[config.mk]
export PLATFORM = sky130hd
export DESIGN_NAME = ex_muldiv_unit
export DESIGN_NICKNAME = d
export VERILOG_FILES = /design/src/rtl/ex_muldiv_unit.sv
export SDC_FILE = /design/constraint.sdc
export NUM_CORES = 1
export LEC_CHECK = 0
export BUFFER_PORTS_ARGS = -buffer_cell sky130_fd_sc_hd__buf_4
export CORE_MARGIN = 4
export CORE_UTILIZATION = 25
export DETAILED_ROUTE_END_ITERATION = 8
export HOLD_SLACK_MARGIN = 0.12
export PLACE_DENSITY = 0.51
export REMOVE_ABC_BUFFERS = 1
export SLEW_MARGIN = 20
export SYNTH_ARGS = -nofsm -noshare
export SYNTH_HDL_FRONTEND = slang
export SYNTH_SLANG_ARGS = --single-unit
[constraint.sdc]
create_clock -name i_Clk -period 6.4 [get_ports i_Clk]
set_clock_uncertainty 0.05 [all_clocks]
set_input_delay 1.28 -clock i_Clk [delete_from_list [all_inputs] [get_ports i_Clk]]
set_output_delay 1.28 -clock i_Clk [all_outputs]
set_load 0.05 [all_outputs]
[src/rtl/ex_muldiv_unit.sv]
// Iterative multiply/divide unit for the EX stage. A shift-add multiplier and a
// restoring divider share one control FSM. Every operation takes WIDTH CALC
// cycles plus one FIX cycle, so latency does not depend on operands.
module ex_muldiv_unit #(
  parameter int WIDTH = 32,
  parameter int CNT_W = 6
) (
  input  logic             i_Clk,
  input  logic             i_Rst,
  input  logic             i_Start,
  input  logic [2:0]       i_Op,
  input  logic [WIDTH-1:0] i_Op1,
  input  logic [WIDTH-1:0] i_Op2,
  input  logic             i_Flush,
  output logic             o_Busy,
  output logic             o_Stall,
  output logic             o_Done,
  output logic [WIDTH-1:0] o_Result
);

  typedef enum logic [1:0] {S_IDLE, S_CALC, S_FIX, S_DONE} state_t;

  localparam logic [2:0] OP_MUL   = 3'b000;
  localparam logic [2:0] OP_MULH  = 3'b001;
  localparam logic [2:0] OP_MULHU = 3'b010;
  localparam logic [2:0] OP_DIV   = 3'b100;
  localparam logic [2:0] OP_DIVU  = 3'b101;
  localparam logic [2:0] OP_REM   = 3'b110;
  localparam logic [2:0] OP_REMU  = 3'b111;

  localparam logic [CNT_W-1:0] LAST_ITER = CNT_W'(WIDTH - 1);

  // Magnitude of a two's-complement word; the most negative value maps to
  // itself, which is the correct unsigned magnitude.
  function automatic logic [WIDTH-1:0] abs_w(input logic [WIDTH-1:0] v);
    return v[WIDTH-1] ? (~v + {{(WIDTH-1){1'b0}}, 1'b1}) : v;
  endfunction

  function automatic logic [WIDTH-1:0] neg_w(input logic [WIDTH-1:0] v, input logic neg);
    return neg ? (~v + {{(WIDTH-1){1'b0}}, 1'b1}) : v;
  endfunction

  function automatic logic [2*WIDTH-1:0] neg_2w(input logic [2*WIDTH-1:0] v, input logic neg);
    return neg ? (~v + {{(2*WIDTH-1){1'b0}}, 1'b1}) : v;
  endfunction

  state_t               state_q, state_d;
  logic [CNT_W-1:0]     cnt_q;
  logic [2:0]           op_q;
  logic [WIDTH-1:0]     opnd_q;     // multiplicand or divisor magnitude
  logic [2*WIDTH-1:0]   prod_q;     // product accumulator, multiplier in low half
  logic [WIDTH:0]       rem_q;      // partial remainder
  logic [WIDTH-1:0]     quo_q;      // dividend shifting out, quotient shifting in
  logic                 res_neg_q;  // negate product high word / quotient in FIX
  logic                 rem_neg_q;  // negate remainder in FIX
  logic [WIDTH-1:0]     result_q;

  logic                 start_ok;
  logic                 signed_op;
  logic                 div_op;
  logic [WIDTH-1:0]     opa, opb;
  logic [WIDTH:0]       mul_sum;
  logic [2*WIDTH-1:0]   prod_step;
  logic [WIDTH+1:0]     div_sh, div_trial;
  logic [WIDTH:0]       rem_step;
  logic [WIDTH-1:0]     quo_step;
  logic [2*WIDTH-1:0]   prod_fix;
  logic [WIDTH-1:0]     fix_result;

  // Operand conditioning and one iteration of the multiply and divide datapaths
  always_comb begin
    start_ok  = i_Start & ~i_Flush;
    signed_op = (i_Op == OP_MULH) | (i_Op == OP_DIV) | (i_Op == OP_REM);
    div_op    = i_Op[2];
    opa       = signed_op ? abs_w(i_Op1) : i_Op1;
    opb       = signed_op ? abs_w(i_Op2) : i_Op2;

    mul_sum   = {1'b0, prod_q[2*WIDTH-1:WIDTH]} + (prod_q[0] ? {1'b0, opnd_q} : '0);
    prod_step = {mul_sum, prod_q[WIDTH-1:1]};

    // Trial subtraction; a borrow (negative result) means restore.
    div_sh    = {rem_q, quo_q[WIDTH-1]};
    div_trial = div_sh - {2'b00, opnd_q};
    rem_step  = div_trial[WIDTH+1] ? div_sh[WIDTH:0] : div_trial[WIDTH:0];
    quo_step  = {quo_q[WIDTH-2:0], ~div_trial[WIDTH+1]};

    prod_fix  = neg_2w(prod_q, res_neg_q);
    case (op_q)
      OP_MULH:  fix_result = prod_fix[2*WIDTH-1:WIDTH];
      OP_MULHU: fix_result = prod_q[2*WIDTH-1:WIDTH];
      OP_DIV:   fix_result = neg_w(quo_q, res_neg_q);
      OP_DIVU:  fix_result = quo_q;
      OP_REM:   fix_result = neg_w(rem_q[WIDTH-1:0], rem_neg_q);
      OP_REMU:  fix_result = rem_q[WIDTH-1:0];
      default:  fix_result = prod_q[WIDTH-1:0];
    endcase
  end

  // State register
  always_ff @(posedge i_Clk) begin
    if (i_Rst) state_q <= S_IDLE;
    else       state_q <= state_d;
  end

  // Next-state logic; flush overrides every transition
  always_comb begin
    state_d = state_q;
    case (state_q)
      S_IDLE: if (i_Start)            state_d = S_CALC;
      S_CALC: if (cnt_q == LAST_ITER) state_d = S_FIX;
      S_FIX:                          state_d = S_DONE;
      S_DONE:                         state_d = S_IDLE;
      default:                        state_d = S_IDLE;
    endcase
    if (i_Flush) state_d = S_IDLE;
  end

  // Operand latch, iteration datapath and result register
  always_ff @(posedge i_Clk) begin
    if (i_Rst) begin
      cnt_q     <= '0;
      op_q      <= '0;
      opnd_q    <= '0;
      prod_q    <= '0;
      rem_q     <= '0;
      quo_q     <= '0;
      res_neg_q <= 1'b0;
      rem_neg_q <= 1'b0;
      result_q  <= '0;
    end else begin
      case (state_q)
        S_IDLE: if (start_ok) begin
          cnt_q     <= '0;
          op_q      <= i_Op;
          opnd_q    <= div_op ? opb : opa;
          prod_q    <= {{WIDTH{1'b0}}, opb};
          rem_q     <= '0;
          quo_q     <= opa;
          // A zero divisor must yield an all-ones quotient, so never negate it.
          res_neg_q <= ((i_Op == OP_MULH) | ((i_Op == OP_DIV) & (i_Op2 != '0)))
                       & (i_Op1[WIDTH-1] ^ i_Op2[WIDTH-1]);
          rem_neg_q <= (i_Op == OP_REM) & i_Op1[WIDTH-1];
        end
        S_CALC: begin
          cnt_q <= cnt_q + 1'b1;
          if (op_q[2]) begin
            rem_q <= rem_step;
            quo_q <= quo_step;
          end else begin
            prod_q <= prod_step;
          end
        end
        S_FIX: if (!i_Flush) result_q <= fix_result;
        default: ;
      endcase
    end
  end

  assign o_Busy   = (state_q == S_CALC) | (state_q == S_FIX);
  assign o_Stall  = ((state_q == S_IDLE) & start_ok) | (state_q == S_CALC) | (state_q == S_FIX);
  assign o_Done   = (state_q == S_DONE);
  assign o_Result = result_q;

endmodule

==> flow_summary.ini <==
[logic_synthesis]
synth.distinct_cells = 75
yosysWarnings = 0
syn_inst = 2298
ys_seq_area_frac = 0.246
synth_flop_cell = dfxtp_1
avgSynthCellArea_sq_um = 7.29
async_reset_ff_frac = 0
syn_area_sq_um = 16800
yosys_register_bits = 206
synth-edff-count = 0

[route]
routed_via_density = 5.56
highest_layer = met5
wl_met2_um = 29500
wl_per_cell_um = 21.5
ant_nets = 0
routed_wl_um = 68500
vias = 17737
wl_met3_um = 5390
drc = 0
drt-pass1-iter-count = 8
met1_length_um = 30900
drt_iter0_markers = 1930

[sta]
rsz0062_at_grt = false
slew_headroom = 0.272
tightest_slew_ns = 1.08
setup_violations = 0
fin_tns_setup_ns = 0
hold_violations = 0
fmax_mhz = 224
min_period_ns = 4.46
min_period_over_period = 0.697
drv_slew = 0

[floorplan]
die-area_sq_um = 71200
coreArea_sq_um = 66100
io_pins = 106
num_rows = 94
chipHeight_um = 267
start_util = 0.253
die_w_um = 267

[finish]
n_fill_cell = 7255
multiInputGateArea_sq_um = 11800
final_nets = 2458
finalInstanceArea_sq_um = 19200
drive_gt1_frac = 0.0946
seqCellArea_sq_um = 4130
areaGrowthSynthToFinish_pct = 14.5

[clock_tree]
post_cts_resized = 0
ctsHoldBuffers = 0
cts_sinks = 206
cts_made_buffers = 25
cts.clk_slew.worst_paths_ns = 0.06
cts_tree = done
ctsRootBufferMaster = clkbuf_16
cts_buffer_depth = 3
clk_latency_ns = 0.56
post_cts_buffers = 0
cts_max_level = 1

[power]
ir_drop_uv = 159
total_power_mw = 3.83
p_per_area_nw_per_um2 = 200
p_leak_nw = 7.20

[status]
status = completed

[place]
place_congestion = 0.973
placed_area_sq_um = 18300
io_buffers = 105
dp_hpwl_um = 51500

[worst_setup_path]
r2r_slack_ns = 1.94
worstRegToRegCells = 11
crit_path_end_kind = flip-flop
startpoint_type = flip-flop
crit_type = reg -> reg
r2r_end = prod_q[59]
cp.required_ns = 6.79
critPathLaunch = prod_q[0]
crit_fanout = 30
arrival_ns = 4.85
reg2reg_from = prod_q[0]

[min_path]
worstHoldStart = o_Result[14]
min_path_cells = 2
hold_path_class = reg -> reg
whs_endpoint = o_Result[14]

[grt]
grt_first_pass_wirelength_um = 101000
antenna_found_initial = 2
grt_pass1_vias = 16188
overflow = 0
grt_max_degree = 76
track_usage = 0.182

[run]
drv_cap = 0
-- registers in the layout, indices dropped and copies added (netlist names) --
name,flops
op_q,3
prod_q,64
rem_neg_q,1
state_q,2
o_Result,32
res_neg_q,1
cnt_q,6
opnd_q,32
rem_q,33
quo_q,32
-- critical path: stages, from the launching register on --
cell	delay, ns
dfxtp_1	0.54
buf_4	0.37
and2_1	0.31
ha_1	0.32
nor2b_1	0.17
o31a_1	0.29
o311a_1	0.36
or3_1	0.40
a222oi_1	0.66
a311oi_1	0.26
or3_1	0.35
a32o_1	0.25
-- logic make-up after synthesis --
family	share of synthesized area
flops	0.246
simple gates	0.213
fa+ha+maj	0.0577
compound gates	0.279
buf+inv	0.0549
xor+xnor	0.104
mux	0.0454
-- cell usage after synthesis, types with 54 or more instances --
master,number,area (sq um)
o211ai_1,54,405
mux2i_1,67,671
xor2_1,93,815
clkbuf_1,132,495
o21ai_0,167,836
inv_1,89,334
a21oi_1,237,1190
xnor2_1,106,928
nand2_1,312,1170
nor2_1,162,608
dfxtp_1,206,4120
ha_1,74,926
-- how the worst max path moves through the flow --
stage	slack (ns)	depth (start not counted)	endpoint
floorplan	1.18	6	prod_q[63]
global placement	2.05	10	rem_q[32]
detailed placement	1.99	12	opnd_q[20]
CTS	2.07	11	prod_q[59]
global route	1.79	11	prod_q[59]
finish	1.94	11	prod_q[59]
-- power breakdown --
| part | internal (mW) | switching [mW] |
|---|---|---|
| logic | 0.303 | 0.557 |
| registers | 1.33 | 0.0790 |
| clock network | 0.946 | 0.620 |
-- through the flow --
stage	worst slack (ns)	hold slack, ns	utilization	std cells
CTS	2.07	0.396	0.290	3190
detailed placement	1.99	0.387	0.277	3148
finish	1.94	0.389	0.290	3191
global placement	2.05	0.381	0.277	3148
floorplan	1.18	0.384	-	2148
global route	1.79	0.413	0.290	3190
-- placed cells by master, fill, tap and decap left out, types with 16 or more instances in the layout --
master / instances
o221ai_1: 24
o21ai_0: 167
a21o_1: 34
nand3_1: 36
xnor2_1: 105
nor4_1: 31
mux2i_1: 67
or3_1: 19
nand2b_1: 27
o22ai_1: 17
inv_1: 88
o31ai_1: 34
nor2_1: 159
a21oi_1: 235
ha_1: 73
xor2_1: 93
nor3_1: 53
o211ai_1: 54
buf_4: 136
dfxtp_1: 203
clkbuf_16: 25
and2_1: 40
a221oi_1: 16
nand2_1: 312
o41ai_1: 18
a211oi_1: 25
-- layout make-up --
| cell class | count | share of cell area |
|---|---|---|
| Sequential cell | 206 | 0.215 |
| Clock buffer | 32 | 0.0355 |
| Clock inverter | 10 | 0.00926 |
| Antenna cell | 1 | 0.000130 |
| Inverter | 90 | 0.0176 |
| Tap cell | 864 | 0.0563 |
| Multi-Input combinational cell | 1852 | 0.613 |
| Timing Repair Buffer | 136 | 0.0532 |
-- per-layer routing --
layer	vias up	track usage
li1	8318	-
met1	8488	0.259
met2	788	0.283
met3	139	0.0276
met4	4	0.0580
met5	-	0
Note: power is estimated with default switching activity, not from simulation.
